`src/rtl/rr_dec_sel_arbiter.sv`:
```
// ---------------------------------------------------------------------------
// rr_dec_sel_arbiter
// Four-way round-robin arbiter that drives a 2-to-4 decoder. The output is a
// 2-bit index plus an enable instead of a one-hot vector. The arbiter always
// leaves one dead cycle (sel_vld = 0) between consecutive grants, so the
// decoder output goes break-before-make.
//
// Ports
//   clk          clock; all state changes on the rising edge
//   rst_n        asynchronous active-low reset
//   req[3:0]     level-sensitive request per channel
//   rel          one-cycle release pulse from the current owner
//   sel[1:0]     granted channel index (decoder select)
//   sel_vld      grant valid (decoder enable)
//   grant_start  pulse in the first cycle of each grant
//   timeout      pulse after a grant is ended by hold expiry
//
// Build option
//   RR_HOLD_TIMEOUT_EN  when defined, limits each grant to MAX_HOLD cycles and
//                       drives timeout. When undefined, a grant lasts until
//                       the request drops or rel pulses, and timeout is 0.
// ---------------------------------------------------------------------------
module rr_dec_sel_arbiter #(
   parameter int unsigned MAX_HOLD = 8
) (
   input  logic       clk,
   input  logic       rst_n,
   input  logic [3:0] req,
   input  logic       rel,
   output logic [1:0] sel,
   output logic       sel_vld,
   output logic       grant_start,
   output logic       timeout
);

   // Catch out-of-range MAX_HOLD values at elaboration.
   if (MAX_HOLD < 2 || MAX_HOLD > 255) begin : g_max_hold_range
      $error("rr_dec_sel_arbiter: MAX_HOLD must be within 2..255");
   end

   typedef enum logic [1:0] {
      S_IDLE  = 2'd0,
      S_GRANT = 2'd1,
      S_GAP   = 2'd2
   } state_e;

   state_e     state_q, state_d;

   logic [1:0] sel_q, sel_d;
   logic       sel_vld_q, sel_vld_d;
   logic       grant_start_q, grant_start_d;
   logic [1:0] ptr_q, ptr_d;

   logic [1:0] winner_c;
   logic [1:0] arb_idx_c;
   logic       req_any_c;
   logic       end_req_c;
   logic       end_rel_c;
   logic       end_c;

`ifdef RR_HOLD_TIMEOUT_EN
   localparam int unsigned HOLD_W = $clog2(MAX_HOLD);
   localparam logic [HOLD_W-1:0] HOLD_LAST = HOLD_W'(MAX_HOLD - 1);

   logic [HOLD_W-1:0] hold_q, hold_d;
   logic              timeout_q, timeout_d;
   logic              end_hold_c;
`endif

   // Rotating priority search: first set req bit at ptr, ptr+1, ... (mod 4).
   // The loop runs from the farthest offset down, so the nearest hit wins.
   always_comb begin
      winner_c  = ptr_q;
      arb_idx_c = ptr_q;
      for (int i = 3; i >= 0; i--) begin
         arb_idx_c = ptr_q + 2'(i);
         if (req[arb_idx_c]) begin
            winner_c = arb_idx_c;
         end
      end
   end

   assign req_any_c = |req;

   // Grant end conditions; used only while in GRANT.
   assign end_req_c = ~req[sel_q];
   assign end_rel_c = rel;
`ifdef RR_HOLD_TIMEOUT_EN
   assign end_hold_c = (hold_q == HOLD_LAST);
   assign end_c      = end_req_c | end_rel_c | end_hold_c;
`else
   assign end_c      = end_req_c | end_rel_c;
`endif

   // FSM state register.
   always_ff @(posedge clk or negedge rst_n) begin
      if (!rst_n) begin
         state_q <= S_IDLE;
      end else begin
         state_q <= state_d;
      end
   end

   // FSM next-state logic. GAP always lasts exactly one cycle.
   always_comb begin
      state_d = state_q;
      unique case (state_q)
         S_IDLE, S_GAP: begin
            state_d = req_any_c ? S_GRANT : S_IDLE;
         end
         S_GRANT: begin
            if (end_c) begin
               state_d = S_GAP;
            end
         end
         default: begin
            state_d = S_IDLE;
         end
      endcase
   end

   // FSM output / datapath next values. All outputs are registered.
   always_comb begin
      sel_d         = sel_q;
      sel_vld_d     = 1'b0;
      grant_start_d = 1'b0;
      ptr_d         = ptr_q;
`ifdef RR_HOLD_TIMEOUT_EN
      hold_d        = hold_q;
      timeout_d     = 1'b0;
`endif
      unique case (state_q)
         S_IDLE, S_GAP: begin
            if (req_any_c) begin
               sel_d         = winner_c;
               sel_vld_d     = 1'b1;
               grant_start_d = 1'b1;
`ifdef RR_HOLD_TIMEOUT_EN
               hold_d        = '0;
`endif
            end
         end
         S_GRANT: begin
            if (end_c) begin
               // Next search starts just past the channel that held the grant.
               ptr_d = sel_q + 2'd1;
`ifdef RR_HOLD_TIMEOUT_EN
               // Release and request drop take precedence over expiry.
               timeout_d = end_hold_c & ~end_req_c & ~end_rel_c;
`endif
            end else begin
               sel_vld_d = 1'b1;
`ifdef RR_HOLD_TIMEOUT_EN
               hold_d    = (hold_q == {HOLD_W{1'b1}}) ? hold_q : hold_q + HOLD_W'(1);
`endif
            end
         end
         default: begin
            sel_vld_d = 1'b0;
         end
      endcase
   end

   // Datapath and output registers.
   always_ff @(posedge clk or negedge rst_n) begin
      if (!rst_n) begin
         sel_q         <= 2'd0;
         sel_vld_q     <= 1'b0;
         grant_start_q <= 1'b0;
         ptr_q         <= 2'd0;
      end else begin
         sel_q         <= sel_d;
         sel_vld_q     <= sel_vld_d;
         grant_start_q <= grant_start_d;
         ptr_q         <= ptr_d;
      end
   end

`ifdef RR_HOLD_TIMEOUT_EN
   // Hold counter and timeout pulse register.
   always_ff @(posedge clk or negedge rst_n) begin
      if (!rst_n) begin
         hold_q    <= '0;
         timeout_q <= 1'b0;
      end else begin
         hold_q    <= hold_d;
         timeout_q <= timeout_d;
      end
   end

   assign timeout = timeout_q;
`else
   assign timeout = 1'b0;
`endif

   assign sel         = sel_q;
   assign sel_vld     = sel_vld_q;
   assign grant_start = grant_start_q;

endmodule
```
`config.mk`:
```
export PLATFORM = sky130hd
export DESIGN_NAME = rr_dec_sel_arbiter
export DESIGN_NICKNAME = d
export VERILOG_FILES = /design/src/rtl/rr_dec_sel_arbiter.sv
export SDC_FILE = /design/constraint.sdc
export NUM_CORES = 1
export LEC_CHECK = 0
export BUFFER_PORTS_ARGS = -buffer_cell sky130_fd_sc_hd__buf_2
export CORE_AREA = 2 2 39 41
export CTS_BUF_LIST = sky130_fd_sc_hd__clkbuf_16
export DETAILED_ROUTE_END_ITERATION = 8
export DIE_AREA = 0 0 41 43
export PLACE_DENSITY_LB_ADDON = 0.1
export REMOVE_ABC_BUFFERS = 1
export SETUP_SLACK_MARGIN = 0.1
export SLEW_MARGIN = 5
export SYNTH_ARGS = -nofsm -noshare
export SYNTH_HDL_FRONTEND = slang
export SYNTH_SLANG_ARGS = --single-unit
```
`constraint.sdc`:
```
create_clock -name clk -period 1.9 [get_ports clk]
set_clock_uncertainty 0.1 [all_clocks]
set_input_delay 0.19 -clock clk [delete_from_list [all_inputs] [get_ports clk]]
set_output_delay 0.19 -clock clk [all_outputs]
set_load 0.01 [all_outputs]
```
# After elaboration in Yosys (flattened, before gate mapping)
# Cells that the tools add are included.
dict set report word_totals {
  regBits 8
  inputBits 7
  output_inout_bits 5
  wordCells 45
}
dict set report op_classes {
  add_sub_neg 4
  magnitude_cmp 5
  n_eq_ne 3
  mux 21
  n_bitwise 2
  reduce_logical 5
}
# operator count
set ops {}
lappend ops {{less-than comparator 2 x 3 -> 1 bit (second input constant)} 5}
lappend ops {{binary-select mux 1 bit (select 2 bit)} 5}
lappend ops {{two-way mux 2 bit} 5}
lappend ops {{two-way mux 1 bit} 9}
lappend ops {{adder 2 x 1 -> 2 bit (second input constant)} 2}
lappend ops {{adder 2 bit (second input constant)} 2}
lappend ops {{case mux 2 bit (2 select lines)} 1}
lappend ops {{AND reduction 2 bit} 2}
lappend ops {{OR reduction 4 bit} 1}
lappend ops {{== test 2 x 1 -> 1 bit (second input constant)} 1}
lappend ops {{== test 2 bit (second input constant)} 1}
lappend ops {{zero test 2 bit} 1}
lappend ops {{inequality test 2 bit (second input constant)} 1}
lappend ops {{case mux 1 bit (2 select lines)} 1}
lappend ops {{OR reduction 2 bit} 1}
lappend ops {{inverter 1 bit} 1}
lappend ops {{OR 1 bit} 1}

# Logic depth before layout (Yosys ltp)
# Gate-level depths: netlist (run 1).
dict set report depth {
  ltp_word 7
  depth_mapped 4
  ltp_nobuf 3
}

# Worst setup path after synthesis (run 1)
# No wires, ideal clock.
dict set report synth_path {
  path_kind {in2reg}
  startpoint {in req[0]}
  endpoint {reg sel_q[0] (netlist: sel[0])}
  setup_time_ns 0.120
  t_arrival_ns 1.145
  t_required_ns 1.680
  path_slack_ns 0.535
  path_stages 4
  path_buffers 1
  path_cell_list {or4_4 and2_4 buf_6 a31o_1}
}
dict set report synth_between {
  elab_chain_len 6
  elab_cells_between_ends 14
}
# item line
set synth_lines {}
lappend synth_lines {{start: declaration} 28} ;# input logic [3:0] req,
lappend synth_lines {{binary-select mux 1 bit (select 2 bit)} 77} ;# if (req[arb_idx_c]) begin
lappend synth_lines {{two-way mux 1 bit (not written as such)} 77}
lappend synth_lines {{two-way mux 2 bit (4 in a row)} 77}
lappend synth_lines {{end signal: assignment} 172} ;# sel_q <= sel_d;
lappend synth_lines {{end: declaration} 49} ;# logic [1:0] sel_q, sel_d;
# Several ways; a longest one is shown, not always the timed one. The select of a mux whose other input is x is not followed.
# A chain may end at the register's enable or synchronous reset.

# Worst setup path after layout (run 1)
dict set report layout_path {
  startpoint {reg sel_q[1] (netlist: sel[1])}
  endpoint {reg sel_vld_q (netlist: sel_vld)}
}
dict set report layout_between {
  elab_chain_len 6
}
# item line
set layout_lines {}
lappend layout_lines {{binary-select mux 1 bit (select 2 bit)} 86} ;# assign end_req_c = ~req[sel_q];
lappend layout_lines {{two-way mux 1 bit (not written as such)} 86}
lappend layout_lines {{inverter 1 bit} 86}
lappend layout_lines {{OR 1 bit} 92} ;# assign end_c = end_req_c | end_rel_c;
lappend layout_lines {{two-way mux 1 bit} 144} ;# if (end_c) begin
lappend layout_lines {{case mux 1 bit (2 select lines)} 132} ;# unique case (state_q)
lappend layout_lines {{net sel_vld_d} 50} ;# logic sel_vld_q, sel_vld_d;
lappend layout_lines {{end signal: assignment} 173} ;# sel_vld_q <= sel_vld_d;
lappend layout_lines {{end: declaration} 50}
# The timed path passes the listed nets, and every way through them passes these cells. The select of a mux whose other input is x is not followed.

==> results of run 1 <==
synth_stat cells, drive strengths merged:
cell type / n / area share (%)
a2111o: 1 / 2.2
a211oi: 1 / 1.5
a21o: 2 / 3.0
a21oi: 2 / 2.0
a31o: 1 / 1.7
a31oi: 1 / 1.2
a32oi: 1 / 1.7
and2: 1 / 1.7
and3b: 1 / 1.7
buf: 2 / 3.7
clkbuf: 1 / 0.74
conb: 1 / 0.74
dfrtp: 8 / 40
inv: 4 / 3.0
mux2i: 2 / 4.0
nand2: 3 / 2.2
nand2b: 1 / 1.2
nor2b: 4 / 5.0
nor3: 2 / 2.0
o211ai: 2 / 3.0
o21a: 2 / 3.0
o21ai: 3 / 3.0
o22ai: 3 / 3.7
o2bb2ai: 1 / 1.7
or2: 2 / 2.5
or3b: 1 / 1.7
or4: 1 / 2.2
metrics by stage:
step	instances	hold slack [ps]
floorplan	51	-205.6
global placement	77	-59.67
detailed placement	77	-57.95
CTS	81	210.8
global route	81	244.2
finish	81	213.2
power by group through the flow:
stage | combinational, W | sequential, W | clock, W
after global placement | 0.000400 | 0.000343 | 0
final | 0.000395 | 0.000339 | 0.000347
after CTS | 0.000401 | 0.000341 | 0.000354
after floorplan | 0.000268 | 0.000342 | 0
after global routing | 0.000447 | 0.000350 | 0.000367
after detailed placement | 0.000398 | 0.000343 | 0
flip-flops by register name (all words and copies together), names as in the netlist:
| name | flops |
|---|---|
| sel_vld | 1 |
| state_q | 2 |
| sel | 2 |
| ptr_q | 2 |
| grant_start | 1 |
critical path, delay by kind of cell, from the launching register on:
family         cells  cell delay (ps)
multiplexers       1              360
flip-flops         1              440
AO/OA/AOI/OAI      2              370
worst min-delay path by stage:
stage | startpoint | to | slack (ps) | cells after the start
6_report | rel | ptr_q[0] | 210 | 3
3_3_place_gp | rst_n | sel_vld | -60 | 1
5_1_grt | req[1] | sel[1] | 240 | 3
2_1_floorplan | rst_n | grant_start | -210 | 0
4_1_cts | rel | ptr_q[0] | 210 | 3
3_5_place_dp | rst_n | state_q[1] | -60 | 1
final cells by class:
cell class                      instances  share of cell area, %
Timing Repair Buffer                   11                  9.430
Sequential cell                         8                  31.43
Inverter                                4                  2.358
Tap cell                               16                  3.143
Clock buffer                            3                  11.79
Multi-Input combinational cell         39                  41.85
per-layer routing:
metal	vias up	part of all wire [%]	GRT usage (%)
met4	0	0	4.000
met1	193	49	18.87
li1	220	-	-
met5	-	0	0
met3	0	3.7	6.283
met2	7	48	18.75
kinds of logic after synthesis:
group,count (synthesis),synth area share (%)
and+or+nand+nor,16,20.35
muxes,2,3.970
AOI/OAI and AO/OA,20,27.79
buffers and inverters,7,7.443
DFF,8,39.70
other,1,0.7437
==> out/metrics.sh, run 1 <==
RUN_STATUS='completed'
GRT_USE_TOTAL_PCT=13.68
LAYOUT-DRIVE-GT1-SHARE_PCT=27.69
UTILIZATION_PCT=46.02
TOTAL_POWER_W=0.001080
FIN_CRIT_PS=1385
CRITICAL_PATH_REQUIRED_PS=1910
PLACEMENTROWS=14
FLIP_FLOP_AND_LATCH_COUNT_AFTER_SYNTHESIS=8
LAYOUT-AREA-OVERHEAD-VS-SYNTH_PCT=26.30
CTS_BUFFERS=3
PATH_MAX_FANOUT=6
GRT_PASS1_VIAS=347
CLOCKBUFFERDEPTH=2
H-TREE-DEPTH=1
CRIT_PATH_START='sel[1]'
SHARE_CLK_OF_TOTAL_POWER_PCT=32.1
LEADING_CELL_TYPES_IN_THE_LAYOUT_FILL_AND_TAPS_EXCLUDED='buf_2, dfrtp_1, inv_1, nor2b_1'
SYNTH_SEQ_AREA_SHARE_PCT=39.70
FINALWORSTSETUPSLACK_PS=514.8
IOPINCOUNT=12
GRT_MAX_DEGREE=11
CTSHOLDBUFFERS=1
CRITICAL_PATH.ENDPOINT_TYPE='flip-flop'
POWERDENSITY_nW_PER_UM2=1696
TIMING.REG2REG.SETUP_SLACK_PS=510
ANTENNA_FOUND_INITIAL=0
VIA_COUNT=420
DIEWIDTH_UM=41
WORST-ENDPOINT-ARRIVAL_PS=1400
GRT_PASS1_WL_MM=1.580
CTS.CLK_SLEW.WORST_PATHS_PS=40
TIMING.RR.START='sel[1]'
DRC_ERRORS=0
POWER.COMBINATIONAL.FRACTION_PCT=36.5
SYN_AVG_CELL_AREA_UM2=9.338
PORT-BUFFER-COUNT=10
STATIC-LEAKAGE-POWER_nW=0.2986
FINALINSTANCEAREA_UM2=636.9
SETUP_TNS_PS=0
PLACE_WS_PS=454.3
CTS_RESIZED=0
DIODES=0
GRT_SETUP_UNREPAIRED='no'
FINISH.NET_COUNT=74
PLACEMENT.CELL_AREA_UM2=551.8
POST_SYN_INSTANCES=54
FINAL_COMMON_CELL='buf_2'
DP.FINAL_HPWL_UM=782.2
ROUTE.DETAILED.VIAS_PER_INST=5.185
SEQCELLAREA_UM2=200.2
SYN-CELL-AREA_UM2=504.2
POWER_FRAC_SEQ_PCT=31.4
POWER.NET_SWITCHING_W=0.0003608
WL_PER_CELL_UM=12.40
SWITCHING_SHARE_PCT=33.40
REPORT.FINAL.HOLD_VIOL_COUNT=0
SLEW_VIOL_FINAL=0
NUMBER_OF_CELL_INSTANCES_ON_THE_WORST_REGISTER_TO_REGISTER_PATH=3
IR_WORST_VDD_mV=0.6464
CLK_ROOT_BUFFER_CELL='clkbuf_16'
CORE_REGION_AREA_UM2=1384
DESIGN.DIE.AREA_UM2=1763
WORSTSETUPENDPOINT='sel_vld'
CTS_SINKS=8
MIN_PERIOD_OVER_PERIOD_PCT=72.91
START_UTIL_PCT=36.44
PLACE.GP.CONGESTION=0.7189
CRIT_CHAIN='mux2i_1 > o22ai_1 > a21o_1'
CTS_SETUP_BUFFERS=0
CRITICAL-PATH-MAX-STAGE-DELAY_PS=440
CLOCK_LATENCY_PS=230
CRITPATHLAUNCHTYPE='flip-flop'
TRITONCTS='yes'
SYNTH_CELL_TYPES=28
MAXCAPVIOLATIONS=0
HOLD_CLASS='in2reg'
GRT_OVERFLOW_TOTAL=0
FLOORPLAN.DIE.HEIGHT_UM=43
CRIT-REG2REG-CAPTURE='sel_vld'
FILLCELLCOUNT=148
P_INT_W=0.0007195
ANT_NETS=0
WIRELENGTH_MM=1.004
FINAL-SETUP-VIOL-COUNT=0
DETAILED_ROUTER_ITERATION_COUNT_BEFORE_ANTENNA_REPAIR=3
NUMBER_OF_WARNING_MESSAGES_IN_THE_YOSYS_LOG=0
DRTITER0DRC=5
CP_SLOWEST_CELL='dfrtp_1'
TIMING_WORST_SETUP_PATH_TYPE='reg2reg'
FMAX_MHz=721.9
MULTI_INPUT_COMB_AREA_UM2=266.5
Note: power is estimated with default switching activity, not from simulation.
==> inputs of run 2 (changes only) <==
ABC_AREA = 1   (was default)
CORE_AREA = default   (was 2 2 39 41)
CORE_MARGIN = 2   (was default)
CORE_UTILIZATION = 40   (was default)
DIE_AREA = default   (was 0 0 41 43)
clock period = 1.4 ns   (was 1.9 ns; I/O delays follow)
==> run 2 against run 1 <==
  * The flow now finishes with violations (negative setup slack)
  * Worst setup slack worse by 540 ps
  * First-iteration DRC count is 60% higher
  * Cell count grew 47%
  * Final area grew 36%
  * Power increased by 120%
  * Sequential power increased by 44%
  * Critical path depth rose by 7
  * Clock power increased by 39%
  * Sequential cell count is the same
  * Sequential share of layout area down 7.9 points
==> out/metrics.sh, run 2 <==
RUN_STATUS='complete, but fails checks'  # was completed
VIOLATIONS='negative setup slack'
YOSYS.CELL_COUNT.TOP_TYPE='nand2_1'  # was dfrtp_1
CRITICAL_PATH_REQUIRED_PS=1470  # was 1910 ps
CRIT_PATH_START='ptr_q[0]'  # was sel[1]
TRITONCTS='yes'  # unchanged
POWER_FRAC_SEQ_PCT=20.7  # was 31.4%
FILLCELLCOUNT=121  # was 148
YOSYS.AREA.TOP_TYPE_SHARE_PCT=33.68  # was 39.70%
CTS_SINKS=8  # unchanged
DRC_ERRORS=0  # unchanged
REPORT.FINAL.HOLD_VIOL_COUNT=0  # unchanged
SLEW_VIOL_FINAL=0  # unchanged
ASYNCSETRESETFLOPFRACSYNTH_PCT=100.0  # unchanged
FLOORPLAN.DIE.HEIGHT_UM=42.55  # was 43 µm
CRITICAL_PATH.ENDPOINT_TYPE='flip-flop'  # unchanged
H-TREE-DEPTH=1  # unchanged
CTS.CLK_SLEW.WORST_PATHS_PS=40  # about the same
ROUTE.DETAILED.VIAS_PER_INST=4.908  # was 5.185
P_INT_W=0.001337  # was 0.0007195 W
CRIT_CHAIN='buf_4 > o21ai_4 > nand2_2 > nand2_1 > nand2_1 > nand2_2 > nand2_1 > nand2_1 > nand3_2 > nand2_2'  # was mux2i_1 > o22ai_1 > a21o_1
PLACED_CELLS=113  # was 77
PATH_MAX_FANOUT=4  # was 6
LEADING_CELL_TYPES_IN_THE_LAYOUT_FILL_AND_TAPS_EXCLUDED='nand2_1, nand2_2, inv_1'  # was buf_2, dfrtp_1, inv_1, nor2b_1
SWITCHING_SHARE_PCT=43.29  # was 33.40%
GRT_OVERFLOW_TOTAL=0  # unchanged
GRT_USE_TOTAL_PCT=13.83  # was 13.68%
CRITICAL-PATH-MAX-STAGE-DELAY_PS=420  # was 440 ps
WORST_PATH_MOST_REPEATED_CELL='nand2_1'
SYNTHDOMINANTAREACELLTYPE='dfrtp_1'  # unchanged
GRT_PASS1_WL_MM=1.918  # was 1.580 mm
START_UTIL_PCT=44.02  # was 36.44%
MET3_LENGTH_UM=34  # was 37 µm
TIMING_WORST_SETUP_PATH_TYPE='reg2reg'  # unchanged
CTS_BUFFERS=3  # unchanged
FIN_HOLD_WS_PS=112.9  # was 213.2 ps
FIN_CRIT_PS=1425  # was 1385 ps
IOPINCOUNT=12  # unchanged
PLACEMENTROWS=13  # was 14
HIGHEST_LAYER='met3'  # unchanged
POST_SYN_INSTANCES=85  # was 54
VIA_COUNT=584  # was 420
SYN_AVG_CELL_AREA_UM2=6.992  # was 9.338 µm²
FLIP_FLOP_AND_LATCH_COUNT_AFTER_SYNTHESIS=8  # unchanged
MIN_PERIOD_OVER_PERIOD_PCT=101.8  # was 72.91%
POWER.COMBINATIONAL.FRACTION_PCT=58.9  # was 36.5%
DIODES=0  # unchanged
CLOCKBUFFERDEPTH=2  # unchanged
LAYOUT-AREA-OVERHEAD-VS-SYNTH_PCT=45.68  # was 26.30%
SYN-CELL-AREA_UM2=594.3  # was 504.2 µm²
FMAX_MHz=701.6  # was 721.9 MHz
DP.FINAL_HPWL_UM=948.4  # was 782.2 µm
DIEWIDTH_UM=42.55  # was 41 µm
TIMING.RR.START='ptr_q[0]'  # was sel[1]
INSTANCES_NO_FILL=119  # was 81
SYNTH_CELL_TYPES=20  # was 28
FINAL-SETUP-VIOL-COUNT=1  # was 0
LAYOUT-DRIVE-GT1-SHARE_PCT=50.00  # was 27.69%
FINAL_COMMON_CELL='nand2_1'  # was buf_2
NUMBER_OF_WARNING_MESSAGES_IN_THE_YOSYS_LOG=0  # unchanged
MET1_LENGTH_UM=728  # was 487 µm
ANT_NETS=0  # unchanged
CP_SLOWEST_CELL='dfrtp_2'  # was dfrtp_1
SYNTH.CELLS.MOST_FREQUENT='nand2_1, inv_1, nand2_2, dfrtp_1, nand3_1'  # was dfrtp_1, inv_1, nor2b_1
SHARE_CLK_OF_TOTAL_POWER_PCT=20.5  # was 32.1%
WIRELENGTH_MM=1.431  # was 1.004 mm
ANTENNA_FOUND_INITIAL=0  # unchanged
CRITPATHLAUNCHTYPE='flip-flop'  # unchanged
TOTAL_POWER_W=0.002358  # was 0.001080 W
CORE_REGION_AREA_UM2=1350  # was 1384 µm²
PRIMARY_FF_MASTER_SYNTH='dfrtp_1'  # unchanged
POWERDENSITY_nW_PER_UM2=2723  # was 1696 nW/µm²
WORSTHOLDSTART='req[3]'  # was rel
GRT_PASS1_VIAS=472  # was 347
MAXCAPVIOLATIONS=0  # unchanged
WL_PER_CELL_UM=12.03  # was 12.40 µm
UTILIZATION_PCT=64.13  # was 46.02%
DRTITER0DRC=8  # was 5
PORT-BUFFER-COUNT=10  # unchanged
FINALWORSTSETUPSLACK_PS=-25.29  # was 514.8 ps
CLOCK_LATENCY_PS=230  # about the same
PLACE.GP.CONGESTION=0.7886  # was 0.7189
DETAILED_ROUTER_ITERATION_COUNT_BEFORE_ANTENNA_REPAIR=4  # was 3
ROUTED-WL-MET2_UM=668  # was 478 µm
HOLD_CLASS='in2reg'  # unchanged
CLK_ROOT_BUFFER_CELL='clkbuf_16'  # unchanged
YS_TOP_CELLS_BY_AREA='dfrtp_1, nand2_1, nand2_2, inv_1, nand3_1'  # was dfrtp_1, nor2b_1, mux2i_1, o22ai_1, o21ai_0
DESIGN.DIE.AREA_UM2=1810  # was 1763 µm²
WORST-ENDPOINT-ARRIVAL_PS=1500  # was 1400 ps
FINISH.NET_COUNT=113  # was 74
GRT_SETUP_UNREPAIRED='yes'  # was no
POWER.NET_SWITCHING_W=0.001021  # was 0.0003608 W
GRT_MAX_DEGREE=10  # was 11
STATIC-LEAKAGE-POWER_nW=0.4630  # was 0.2986 nW
IR_WORST_VDD_mV=2.038  # was 0.6464 mV
SYNTH_EDF_COUNT=0  # unchanged
SYNTH_SEQ_AREA_SHARE_PCT=33.68  # was 39.70%
[run 2: worst paths after layout]
| kind | to | slack (ps) | cells after the start |
|---|---|---|---|
| min in group asynchronous | ptr_q[1] | 190 | 2 |
| min reg2reg | state_q[0] | 420 | 1 |
| max in group asynchronous | sel[1] | 820 | 2 |
| min | state_q[0] | 110 | 3 |
| max | sel[0] | -30 | 10 |
| max reg2reg | sel[0] | -30 | 10 |
[run 2: stage by stage]
| step | setup TNS [ps] | instance area, µm² | worst slack [ps] |
|---|---|---|---|
| 3_5_place_dp | -57.71 | 678.2 | -57.40 |
| 2_1_floorplan | 0 | 564.3 | 47.56 |
| 5_1_grt | -168.9 | 865.8 | -119.1 |
| 3_3_place_gp | -62.30 | 678.2 | -60.83 |
| 4_1_cts | 0 | 768.2 | 20.44 |
| 6_report | -25.29 | 865.8 | -25.29 |
[run 2: critical path, delay by kind of cell (launching register included)]
kind | cells | cell delay (ps)
simple gates | 8 | 520
compound gates | 1 | 150
flops | 1 | 420
buf+inv | 1 | 170
[run 2: timing repair]
action | in CTS | in global routing
cloned | 0 | 0
buffers inserted | 0 | 2
pin swaps | 0 | 8
endpoints found under the setup margin | 4 | 5
hold buffers | 1 | 0
gates resized for setup | 3 | 21
hold endpoints to repair | 8 | 0
[run 2: layout make-up]
class | count | area, µm² | share of cell area, %
clock buffers | 3 | 75.07 | 8.671
inverters | 13 | 63.81 | 7.370
multi-input cells | 61 | 371.6 | 42.92
flip-flops and latches | 8 | 203.9 | 23.55
well taps | 15 | 18.77 | 2.168
repair buffers | 19 | 132.6 | 15.32
[run 2: power groups by stage]
| stage | Sequential (W) | Clock (W) | Combinational [W] |
|---|---|---|---|
| 2_1_floorplan | 0.000520 | 0 | 0.000683 |
| 3_3_place_gp | 0.000500 | 0 | 0.00104 |
| 3_5_place_dp | 0.000505 | 0 | 0.00104 |
| 4_1_cts | 0.000505 | 0.000492 | 0.00106 |
| 5_1_grt | 0.000502 | 0.000500 | 0.00152 |
| 6_report | 0.000487 | 0.000483 | 0.00139 |
[run 2: layer usage]
metal | global-route usage, % | vias up
li1 | - | 304
met1 | 19.42 | 268
met2 | 20.62 | 12
met3 | 5.172 | 0
met4 | 1.875 | 0
met5 | 0 | -
[run 2: cells by family (layout without fill, tap and decap cells)]
family | Yosys count | in the layout | synth area share (%)
buffers and inverters | 16 | 35 | 14.53
other | 1 | 1 | 0.6310
DFF | 8 | 8 | 33.68
xor gates and xnor gates | 1 | 1 | 1.474
and+or+nand+nor | 48 | 48 | 37.68
AOI/OAI and AO/OA | 11 | 11 | 12.00
